===== src/rtl/sram_arbiter.sv =====
`default_nettype none
// ============================================================================
// Module   : sram_arbiter
// Purpose  : Two-port (AVR / SNES) arbiter driving an asynchronous SRAM
//            through IDLE -> SETUP -> STROBE -> RECOVER access cycles.
// Options  : SRAM_ARB_RR_EN - round-robin tie break instead of SNES priority.
// Revision : 1.0 - initial release
// ============================================================================
module sram_arbiter #(
    parameter int ACCESS_CYCLES = 2
) (
    input  logic        avr_clk,
    input  logic        avr_reset,
    input  logic        a_req,
    input  logic        a_we,
    input  logic [20:0] a_addr,
    input  logic [7:0]  a_wdata,
    output logic [7:0]  a_rdata,
    output logic        a_ack,
    input  logic        s_req,
    input  logic        s_we,
    input  logic [20:0] s_addr,
    input  logic [7:0]  s_wdata,
    output logic [7:0]  s_rdata,
    output logic        s_ack,
    output logic [20:0] sram_addr,
    output logic [7:0]  sram_dout,
    output logic        sram_dout_en,
    input  logic [7:0]  sram_din,
    output logic        sram_ce_n,
    output logic        sram_oe_n,
    output logic        sram_we_n,
    output logic        busy,
    output logic        grant
);

    localparam logic [1:0] c_st_idle    = 2'd0;
    localparam logic [1:0] c_st_setup   = 2'd1;
    localparam logic [1:0] c_st_strobe  = 2'd2;
    localparam logic [1:0] c_st_recover = 2'd3;
    localparam logic [2:0] c_strobe_last = 3'(ACCESS_CYCLES - 1);

    logic [1:0] r_state;
    logic [2:0] r_cnt;
    logic       r_we;
    logic [7:0] r_wdata;
    logic       w_pick_snes;

`ifdef SRAM_ARB_RR_EN
    // On a tie the port that did not own the previous access wins.
    assign w_pick_snes = s_req && (!a_req || !grant);
`else
    assign w_pick_snes = s_req;
`endif

    always_ff @(posedge avr_clk) begin
        if (avr_reset) begin
            r_state      <= c_st_idle;
            r_cnt        <= 3'd0;
            r_we         <= 1'b0;
            r_wdata      <= 8'd0;
            sram_ce_n    <= 1'b1;
            sram_oe_n    <= 1'b1;
            sram_we_n    <= 1'b1;
            sram_dout_en <= 1'b0;
            sram_addr    <= 21'd0;
            sram_dout    <= 8'd0;
            a_ack        <= 1'b0;
            s_ack        <= 1'b0;
            a_rdata      <= 8'd0;
            s_rdata      <= 8'd0;
            busy         <= 1'b0;
            grant        <= 1'b0;
        end else begin
            a_ack <= 1'b0;
            s_ack <= 1'b0;
            case (r_state)
                c_st_idle: begin
                    if (a_req || s_req) begin
                        grant        <= w_pick_snes;
                        r_we         <= w_pick_snes ? s_we    : a_we;
                        r_wdata      <= w_pick_snes ? s_wdata : a_wdata;
                        sram_addr    <= w_pick_snes ? s_addr  : a_addr;
                        sram_dout_en <= w_pick_snes ? s_we    : a_we;
                        sram_ce_n    <= 1'b0;
                        sram_oe_n    <= 1'b1;
                        sram_we_n    <= 1'b1;
                        busy         <= 1'b1;
                        r_cnt        <= 3'd0;
                        r_state      <= c_st_setup;
                    end
                end
                c_st_setup: begin
                    if (r_we) begin
                        sram_we_n    <= 1'b0;
                        sram_dout    <= r_wdata;
                        sram_dout_en <= 1'b1;
                    end else begin
                        sram_oe_n <= 1'b0;
                    end
                    r_state <= c_st_strobe;
                end
                c_st_strobe: begin
                    if (r_cnt == c_strobe_last) begin
                        r_cnt     <= 3'd0;
                        sram_ce_n <= 1'b1;
                        sram_oe_n <= 1'b1;
                        sram_we_n <= 1'b1;
                        // Read data is sampled on the same edge the strobe rises.
                        if (!r_we) begin
                            if (grant) s_rdata <= sram_din;
                            else       a_rdata <= sram_din;
                        end
                        if (grant) s_ack <= 1'b1;
                        else       a_ack <= 1'b1;
                        r_state <= c_st_recover;
                    end else begin
                        r_cnt <= r_cnt + 3'd1;
                    end
                end
                c_st_recover: begin
                    busy         <= 1'b0;
                    sram_dout_en <= 1'b0;
                    r_state      <= c_st_idle;
                end
                default: begin
                    r_state <= c_st_idle;
                end
            endcase
        end
    end

endmodule
`default_nettype wire


===== config.mk =====
export PLATFORM = sky130hd
export DESIGN_NAME = sram_arbiter
export DESIGN_NICKNAME = d
export VERILOG_FILES = /design/src/rtl/sram_arbiter.sv
export SDC_FILE = /design/constraint.sdc
export NUM_CORES = 1
export LEC_CHECK = 0
export ABC_AREA = 1
export ABC_CLOCK_PERIOD_IN_PS = 2700
export CAP_MARGIN = 20
export CORE_MARGIN = 1
export CORE_UTILIZATION = 40
export CTS_CLUSTER_SIZE = 40
export DETAILED_ROUTE_END_ITERATION = 7
export GPL_TIMING_DRIVEN = 0
export PLACE_DENSITY_LB_ADDON = 0.1
export SYNTH_ARGS = -nofsm -noshare
export SYNTH_HDL_FRONTEND = slang
export SYNTH_SLANG_ARGS = --single-unit
export TNS_END_PERCENT = 5

===== constraint.sdc =====
create_clock -name avr_clk -period 2.7 [get_ports avr_clk]
set_input_delay 0.27 -clock avr_clk [delete_from_list [all_inputs] [get_ports avr_clk]]
set_output_delay 0.27 -clock avr_clk [all_outputs]
set_load 0.03 [all_outputs]

==> impl_results.md <==
* Worst-margin pin slew at 0.457 ns
* Yosys warnings at 0
* DRC at 0
* Wire length on met2 at 3630 um
* Total number of vias at 3,231
* Fillers at 695
* Mux cell area share after synthesis at 0%
* HPWL Detailed at 6300 um
* Hold Crit Class: input port to register
* Peak supply drop at 547 uV
* Root Driver: clkbuf_8
* Initial antenna violation count at 0
* Max Clk Rate at 596 MHz
* Gate Count Post-Synth at 447
* Final hold slack at 0.456 ns
* Die height at 88.8 um
* WL final at 8140 um
* Routed wire per std cell at 11.9 um
* Area grow syn2layout at 51.7%
* Final Hold Viols at 0
* Worst-path clk slew at 0.07 ns
* Worst rel slew slack at 69.5%
* Post-CTS Hold Fix Bufs at 0
* Sequential area share after synthesis at 44.5%
* FF-to-FF setup slack at 1.21 ns
* HP Start: s_req
* Clock skew at 0.00698 ns
* Final slew viol count at 0
* WHS Path Cells at 4
* Largest net degree at the start of global routing at 13
* Highest Signal Layer: met4
* Die width at 88.8 um
* WL met1 at 3710 um
* Setup TNS at 0 ns
* Complex-gate fraction of the synthesized area at 8.85%
* Initial DRC Count at 96
* Syn nets at 524
* Adder-cell share of the synthesized area at 2.08%
* Setup bufs post-CTS at 0
* GRT Residual Overflow at 0
* Post-Synth Simple-Gate Area at 37.6%
* CTS resizes at 0
* CP Max Fanout at 4
* Outcome: finished, final reports clean
* CP Cell Sequence: clkdlybuf4s50_1
* Synth top area share at 44.5%
* Worst EP required at 2.43 ns
* Fin crit share at 62.1%
* DR WL met3 at 657 um
* DIE AREA at 0.00788 sq mm
* CP endpoint kind: output port
* Routed Antenna Nets at 0
* PwrDens at 900 mW/mm^2
* Reg2Reg Depth at 6
* RSZ-0062 raised after global routing: false
* Clock Tree Buf Depth at 2
* Netlist cell types at 23
* Initial core utilization at 41.5%
* Largest family of logic cells by synthesized area: simple AND/OR/NAND/NOR gates
* Placement Rows at 31
* Vias/cell at 4.72
* Worst flop-to-flop path startpoint: r_state[0]$_SDFFE_PP0P_
* H-tree depth at 3
* Placer Congestion at 0.864
* TritonCTS clock tree: yes
* Nets@finish at 658
* Synth area leaders: dfxtp_1, nand2_1, nor2_1
* Setup-failing EPs final at 0
* Port Buffers at 123
* Tot GR Track Use at 20.9%
* Antenna Cells at 0
* Worst reg2reg endpoint: s_rdata[0]$_SDFFE_PP0P_
* # IOs at 125
* Clk Latency, worst-skew pair at 0.33 ns
* Most common cell after layout, fill and taps aside: nand2_1
* TritonCTS Sinks at 67
* Ratio of cells with drive above 1 in the final layout at 8.19%
* Setup CP Type: register to output port
* Worst path slowest cell: clkdlybuf4s50_1
* Max-Cap Viols at 0
* Avg Inst Size Synth at 6.74 sq um
* Global-route wire length before repair at 12,500 um
* Minimum clock period at 1.68 ns
* CTS buffer count at 9
* Post-Synth XOR/XNOR Area at 0%
* CP top delay family: buffers and inverters
* CP Depth at 1
* Synth Cell Area at 0.00301 sq mm
* Hold Path Sink: r_we$_SDFFE_PP0P_
* Arr. time, crit path at 1.41 ns
* First-pass iteration count of the detailed router at 4
* Vias in the first global route at 2,809
* Worst Path Buf+Inv at 1
* Most frequent cells in the layout: nand2_1, clkdlybuf4s50_1, nor2_1, dfxtp_1, o21ai_1
* Yosys top cell by area: dfxtp_1
* Leakage at 2.00 nW
* Core footprint at 0.00725 sq mm
* Max incr delay on CP at 0.69 ns
* Critical Path Start Type: register
* Post-synthesis register bit count at 67
## sequential cells by signal, indices dropped and copies added (netlist names)
name          count
grant             1
sram_addr        21
sram_dout_en      1
a_ack             1
s_rdata           8
r_wdata           8
s_ack             1
r_cnt             3
busy              1
r_state           2
sram_oe_n         1
sram_we_n         1
a_rdata           8
sram_ce_n         1
r_we              1
sram_dout         8
## worst max path at each step
| stage | from | to |
|---|---|---|
| floorplan | r_state[0]$_SDFFE_PP0P_ | a_rdata[0]$_SDFFE_PP0P_ |
| global placement | avr_reset | sram_dout[5]$_SDFFE_PP0P_ |
| detailed placement | avr_reset | sram_dout[0]$_SDFFE_PP0P_ |
| CTS | grant$_SDFFE_PP0P_ | grant |
| global route | grant$_SDFFE_PP0P_ | grant |
| finish | grant$_SDFFE_PP0P_ | grant |
## kinds of logic after synthesis
| family | count (synthesis) |
|---|---|
| buf+inv | 47 |
| fa+ha+maj | 5 |
| compound gates | 51 |
| simple gates | 277 |
| flops | 67 |
## routing by layer
metal	global-route usage (%)	vias up
met2	34.4	111
met4	8.36	0
li1	-	1673
met5	0	-
met1	26.0	1434
met3	5.41	13
## cell type report
class | instances | area [sq um] | share of cell area [%]
Multi-Input combinational cell | 333 | 1460 | 32.0
Buffer | 21 | 111 | 2.44
Sequential cell | 67 | 1340 | 29.4
Timing Repair Buffer | 123 | 1230 | 27.0
Clock inverter | 6 | 63.8 | 1.40
Tap cell | 99 | 124 | 2.71
Clock buffer | 10 | 138 | 3.01
Inverter | 26 | 97.6 | 2.14
## Yosys cell counts
| library cell | count |
|---|---|
| a21oi_1 | 10 |
| buf_1 | 2 |
| buf_2 | 11 |
| buf_4 | 3 |
| buf_6 | 1 |
| clkbuf_1 | 4 |
| dfxtp_1 | 67 |
| ha_1 | 5 |
| inv_1 | 18 |
| inv_2 | 8 |
| nand2_1 | 128 |
| nand2_2 | 2 |
| nand3_1 | 15 |
| nand3_2 | 1 |
| nand4_1 | 11 |
| nor2_1 | 113 |
| nor2_2 | 2 |
| nor2_4 | 2 |
| nor3_1 | 2 |
| nor3_4 | 1 |
| o21ai_0 | 10 |
| o21ai_1 | 30 |
| o21ai_4 | 1 |
## power breakdown
| part | switching [mW] | internal [mW] |
|---|---|---|
| logic | 1.14 | 0.731 |
| clock network | 0.390 | 0.451 |
| registers | 0.155 | 1.25 |
## metrics by stage
stage	instances	setup slack (ns)	instance area (sq um)	power, mW	utilization [%]
detailed placement	669	1.03	4370	3.29	60.2
finish	685	1.02	4570	4.11	63.0
CTS	685	1.00	4570	4.14	63.0
global placement	669	1.04	4370	3.26	60.2
global route	685	0.960	4570	4.38	63.0
floorplan	447	1.41	3010	2.60	-
Note: power is estimated with default switching activity, not from simulation.
